--- config.mk ---
export PLATFORM = sky130hd
export DESIGN_NAME = counter_bank
export DESIGN_NICKNAME = d
export VERILOG_FILES = /design/src/rtl/counter_bank.sv
export SDC_FILE = /design/constraint.sdc
export NUM_CORES = 1
export LEC_CHECK = 0
export CORE_ASPECT_RATIO = 1.75
export CORE_MARGIN = 3
export CORE_UTILIZATION = 33
export DETAILED_ROUTE_END_ITERATION = 6
export PLACE_DENSITY = 0.49
export SLEW_MARGIN = 20
export SYNTH_ARGS = -nofsm -noshare
export SYNTH_HDL_FRONTEND = slang
export SYNTH_SLANG_ARGS = --single-unit
--- constraint.sdc ---
create_clock -name clk -period 4.3 [get_ports clk]
set_input_delay 0.86 -clock clk [delete_from_list [all_inputs] [get_ports clk]]
set_output_delay 0.86 -clock clk [all_outputs]
set_load 0.01 [all_outputs]
--- src/rtl/counter_bank.sv ---
// Multi-channel prescaled free-running counter bank with per-channel wrap pulses and a coherent snapshot.
// Define COUNTER_BANK_SATURATE_EN to make the counters saturate at their limits instead of wrapping.
module counter_bank #(
  parameter int CHANNELS  = 2,
  parameter int BITS      = 4,
  parameter int LOG2DELAY = 26
) (
  input  logic                     clk,
  input  logic                     rst_n,
  input  logic [CHANNELS-1:0]      en,
  input  logic [CHANNELS-1:0]      dir,
  input  logic [CHANNELS-1:0]      clr,
  input  logic                     snap,
  output logic [CHANNELS*BITS-1:0] led,
  output logic [CHANNELS-1:0]      wrap,
  output logic [CHANNELS*BITS-1:0] snap_q,
  output logic                     snap_vld
);

  localparam int W = BITS + LOG2DELAY;
  localparam logic [W-1:0] ALL_ONES = '1;
  localparam logic [W-1:0] ONE      = {{(W-1){1'b0}}, 1'b1};

  for (genvar i = 0; i < CHANNELS; i++) begin : g_ch
    logic [W-1:0] cnt;
    logic [W-1:0] cnt_nxt;
    logic         wrap_q;
    logic         wrap_nxt;

    // clr outranks en and never raises a wrap pulse.
    always_comb begin
      cnt_nxt  = cnt;
      wrap_nxt = 1'b0;
      if (clr[i]) begin
        cnt_nxt = '0;
      end else if (en[i]) begin
        if (!dir[i]) begin
`ifdef COUNTER_BANK_SATURATE_EN
          if (cnt != ALL_ONES) begin
            cnt_nxt  = cnt + ONE;
            wrap_nxt = (cnt_nxt == ALL_ONES);
          end
`else
          cnt_nxt  = cnt + ONE;
          wrap_nxt = (cnt == ALL_ONES);
`endif
        end else begin
`ifdef COUNTER_BANK_SATURATE_EN
          if (cnt != '0) begin
            cnt_nxt  = cnt - ONE;
            wrap_nxt = (cnt_nxt == '0);
          end
`else
          cnt_nxt  = cnt - ONE;
          wrap_nxt = (cnt == '0);
`endif
        end
      end
    end

    always_ff @(posedge clk) begin
      if (!rst_n) begin
        cnt    <= '0;
        wrap_q <= 1'b0;
      end else begin
        cnt    <= cnt_nxt;
        wrap_q <= wrap_nxt;
      end
    end

    assign led[i*BITS +: BITS] = cnt[W-1:LOG2DELAY];
    assign wrap[i]             = wrap_q;
  end

  // Capture uses the pre-update led value so all channels are sampled on the same edge.
  always_ff @(posedge clk) begin
    if (!rst_n) begin
      snap_q   <= '0;
      snap_vld <= 1'b0;
    end else begin
      snap_vld <= snap;
      if (snap) snap_q <= led;
    end
  end

endmodule

# --- After elaboration in Yosys (flattened, before gate mapping) ---
# Index checks and enable logic that the tools add are counted.
totals:
  reg_bits: 71
  latchBits: 0
  mem_bits_rw: 0
  romBits: 0
  inputBits: 9
  out_inout_bits: 19
  wordCells: 25
  mem_count: 0
classes:
  n_addsub: 4
  multipliers: 0
  div_mod_pow: 0
  n_lt_le_gt_ge: 0
  n_eq_ne: 2
  shifts: 0
  muxes: 4
  bitwise: 3
  n_reduce_logical: 6
ops:
  columns: ["op", "count"]
  rows:
  - ["adder 30 x 1 -> 30 bit, second input constant", 2]
  - ["== test 30 bit, second input constant", 2]
  - ["logical NOT 30 bit", 2]
  - ["two-way mux 30 bit", 2]
  - ["subtractor 30 x 1 -> 30 bit, second input constant", 2]
  - ["OR reduction 3 bit", 2]
  - ["OR reduction 2 bit", 2]
  - ["inverter 1 bit", 3]
  - ["two-way mux 1 bit", 2]

# --- Longest topological paths before layout ---
logic_depth:
  depth_word: 2
  mapped_depth: 12
  depth_no_buf: 11

# --- Worst setup path after synthesis ---
# No wires, ideal clock.
synth_path:
  path_type: "input -> register"
  start: "input dir[1]"
  end: "register g_ch[1].cnt[28]"
  setup_ps: 122
  arrival_time_ps: 3410
  t_required_ps: 4178
  setup_slack_ps: 768
  path_stages: 11
  n_path_buf: 0
  cell_sequence: "fa_1 -> a21o_1 -> a21o_1 -> a2111oi_4 -> nor3_2 -> a21o_1 -> o22a_4 -> a311o_2 -> nand3_2 -> mux2i_1 -> a311o_1"
synth_between:
  elab_chain_len: 1
synth_rtl:
  columns: ["element", "line", "text"]
  rows:
  - ["start, declared", "11", "input logic [CHANNELS-1:0] dir,"]
  - ["two-way mux 30 bit", "37", "if (!dir[i]) begin"]
  - ["end signal, assigned", "66", "cnt <= cnt_nxt;"]
  - ["end, declared", "25", "logic [W-1:0] cnt;"]
# Every way passes these cells.
# A chain may end at the register's enable or synchronous reset.

# --- Worst setup path in the final report ---
# Ends and elaborated chain as after synthesis.

==> run_results.csv <==
group,metric,value,unit
synthesis,synth_edf_count,0,
global_routing,grt_max_degree,41,
synthesis,syn_area_per_cell,8.55,sq um
global_routing,track_usage,16.4,%
synthesis,ys_warn_count,0,
finish,instances_no_fill,908,
worst_setup_path,crit_path_max_fanout,18,
worst_setup_path,critPathArrivalTime,4.08,ns
drt,vias_per_cell,5.37,
global_routing,grt_pass1_wl,24.4,mm
clocking,root_buffer,"clkbuf_16",
clocking,cts_resized,0,
power,clock_power_share,44.1,%
die,num_rows,62,
worst_setup_path,crit_slowest_cell,"clkdlybuf4s50_1",
power,swShare,28.8,%
drt,ant_nets,0,
worst_setup_path,crit_path_end_kind,"flip-flop",
clocking,cts_buffers,9,
clocking,cts.path.max_buffers,2,
die,die-area,18400,sq um
global_routing,antenna_found_initial,0,
timing,timing.fmax,0.259,GHz
finish,drive_above_1_share,8.04,%
placed_design,place_hpwl,11.2,mm
finish,mostFrequentLayoutCells,"71 x nor2_1, 71 x dfxtp_1, 56 x ha_1, 49 x a21oi_1, 47 x mux2i_1",
placed_design,dp.cells,892,
finish,nets,746,
synthesis,yosysUniqueCellTypes,59,
run_status,status,"finished clean",
worst_setup_path,crit_path_frequent_cell,"a21o_1",
drt,drtPass1Iterations,4,
timing,worst_slack,0.445,ns
worst_setup_path,cp_data_required_time,4.52,ns
timing,final.period_utilization,89.7,%
drt,wl_per_cell,16.4,um
drt,drc,0,
power,switching_power,622,uW
worst_setup_path,slowest_delay,0.56,ns
die,die_h,177,um
job,drv_cap,0,
clocking,insertion_delay,0.34,ns
worst_setup_path,criticalPathCategory,"primary input to flip-flop",
clocking,postCtsHoldBufs,0,
power,peakVddDrop,0.198,mV
global_routing,grt_pass1_vias,4908,
power,seqPwrFrac,33.6,%
worst_setup_path,worstSetupStartpointType,"primary input",
drt,vias,4875,
power,power.leakage,2.94,nW
drt,wirelength,14.9,mm
finish,diodes,0,
clocking,cts_tree,"yes",
timing,drv_slew,0,
die,die_w,104,um
timing,hold_viol,0,
synthesis,synthFlopType,"dfxtp_1",
placed_design,place.gp.congestion,0.849,
timing,fin_skew,0.0111,ns
timing,worst_pin_slew,0.989,ns
die,io-pin-count,28,
clocking,clk_pin_slew,0.06,ns
power,internal_power,1.54,mW
power,pwr-share-comb,22.3,%
synthesis,synth-async-reset-ratio,0,%
global_routing,overflow,0,
clocking,cts_sinks,71,
die,initial_core_util,33.7,%
synthesis,synth_nets,715,
synthesis,synth_seq_area_share,25.7,%
synthesis,synth-seq-cells,71,
placed_design,port_buffers,27,
timing,relSlewSlack,34.1,%
timing,timing.final.crit_period,3.86,ns
finish,fillers,1709,
placed_design,place_ws,0.0939,ns
worst_setup_path,cp_cell_sequence,"clkdlybuf4s50_1 -> buf_12 -> ha_1 -> a21o_1 -> a21o_1 -> a2111oi_4 -> nor3_2 -> a21o_1 -> o22a_4 -> a311o_2 -> nand3_2 -> mux2i_1 -> a311o_1",
worst_hold_path,min_path_type,"flip-flop to flip-flop",
power,power_density,332,nW/um^2
clocking,cts_max_level,3,
clocking,post_cts_buffers,0,
timing,setup_violations,0,
die,fp.coreArea,16400,sq um
synthesis,netlist_instances,648,
timing,fin_setup_tns,0,ns
timing,rsz0062_at_grt,"no",
finish,synthToLayoutAreaGrowth,17.4,%
drt,drtIter0Drc,107,
synthesis,synth_area,5540,sq um
==> cells by family (layout without fill, tap and decap cells) <==
family,Yosys count,in the layout,share of synthesized area [%]
muxes,47,47,8.50
and+or+nand+nor,207,207,19.1
DFF,71,71,25.7
xor gates and xnor gates,52,52,8.22
buffers and inverters,41,77,3.48
AOI/OAI and AO/OA,172,172,21.6
adders and majority gates,58,58,13.4
==> metrics by stage <==
stage	cell area [sq um]	utilization, %	power, mW	hold WS [ns]
floorplan	5540	-	1.09	0.471
global placement	6130	37.3	1.22	0.501
detailed placement	6130	37.3	1.22	0.511
CTS	6500	39.5	2.18	0.521
global route	6500	39.5	2.27	0.549
finish	6500	39.5	2.16	0.518
==> synthesized netlist by cell type, types with 2 or more instances <==
library cell	number	share of area [%]
o211ai_1	4	0.54
a21oi_1	49	4.4
a211o_1	2	0.32
dfxtp_1	71	26
a31o_2	2	0.32
buf_4	10	1.4
nor2b_1	15	1.7
a311o_1	3	0.54
clkbuf_1	14	0.95
nand2b_1	11	1.2
and2_1	5	0.56
o22ai_1	3	0.34
o21a_1	3	0.41
o21ai_0	20	1.8
mux2i_1	47	8.5
a221oi_1	2	0.32
a31oi_1	9	1.0
a311oi_2	2	0.54
nor3_1	5	0.45
inv_1	11	0.75
fa_1	2	0.72
nor2_1	71	4.8
and3_1	8	0.90
nand2_1	24	1.6
a211oi_1	15	2.0
nor3b_1	2	0.27
nor4_1	18	2.0
a21o_1	39	5.3
xor2_1	19	3.0
ha_1	56	13
o21bai_1	4	0.54
or3_1	7	0.79
or2_2	2	0.23
xnor2_1	33	5.2
nand3_1	10	0.90
nand4_1	23	2.6
buf_1	5	0.34
==> path summary, 6_finish.rpt <==
check | from | to | slack (ns) | cells after the start
max | dir[1] | g_ch[1].cnt[28] | 0.44 | 13
min | snap_q[2] | snap_q[2] | 0.52 | 2
max reg2reg | g_ch[1].cnt[0] | g_ch[1].cnt[28] | 1.11 | 11
min reg2reg | snap_q[2] | snap_q[2] | 0.52 | 2
==> registers in the layout (all words and copies together), names as in the netlist <==
signal / flops
g_ch.wrap_q: 2
snap_vld: 1
g_ch.cnt: 60
snap_q: 8
==> power by group through the flow <==
| stage | clock (mW) | combinational [mW] | sequential [mW] |
|---|---|---|---|
| 4_1_cts | 0.973 | 0.485 | 0.726 |
| 6_report | 0.953 | 0.482 | 0.725 |
| 3_5_place_dp | 0 | 0.481 | 0.740 |
| 2_1_floorplan | 0 | 0.358 | 0.728 |
| 3_3_place_gp | 0 | 0.477 | 0.739 |
| 5_1_grt | 1.00 | 0.536 | 0.731 |
==> layout make-up <==
cell class	instances	area (sq um)	area share [%]
Clock buffer	9	225	3.47
Clock inverter	7	144	2.21
Inverter	11	41.3	0.635
Multi-Input combinational cell	536	3920	60.4
Sequential cell	71	1420	21.9
Tap cell	224	280	4.31
Timing Repair Buffer	50	463	7.12
==> layer usage <==
metal  vias to the layer above  share of wire [%]  GRT usage [%]
met2                        80                 56           33.0
met3                        24                2.3           2.22
met4                         0                2.1           5.99
met5                         -                  0              0
met1                      2303                 39           17.1
li1                       2468                  -              -
==> critical path, delay by kind of cell <==
kind	cells	cell delay, ns
AO/OA/AOI/OAI	7	1.97
multiplexers	1	0.07
AND/OR/NAND/NOR	2	0.18
adder cells (fa/ha/maj)	1	0.25
buffers and inverters	2	0.75
Note: power is estimated with default switching activity, not from simulation.
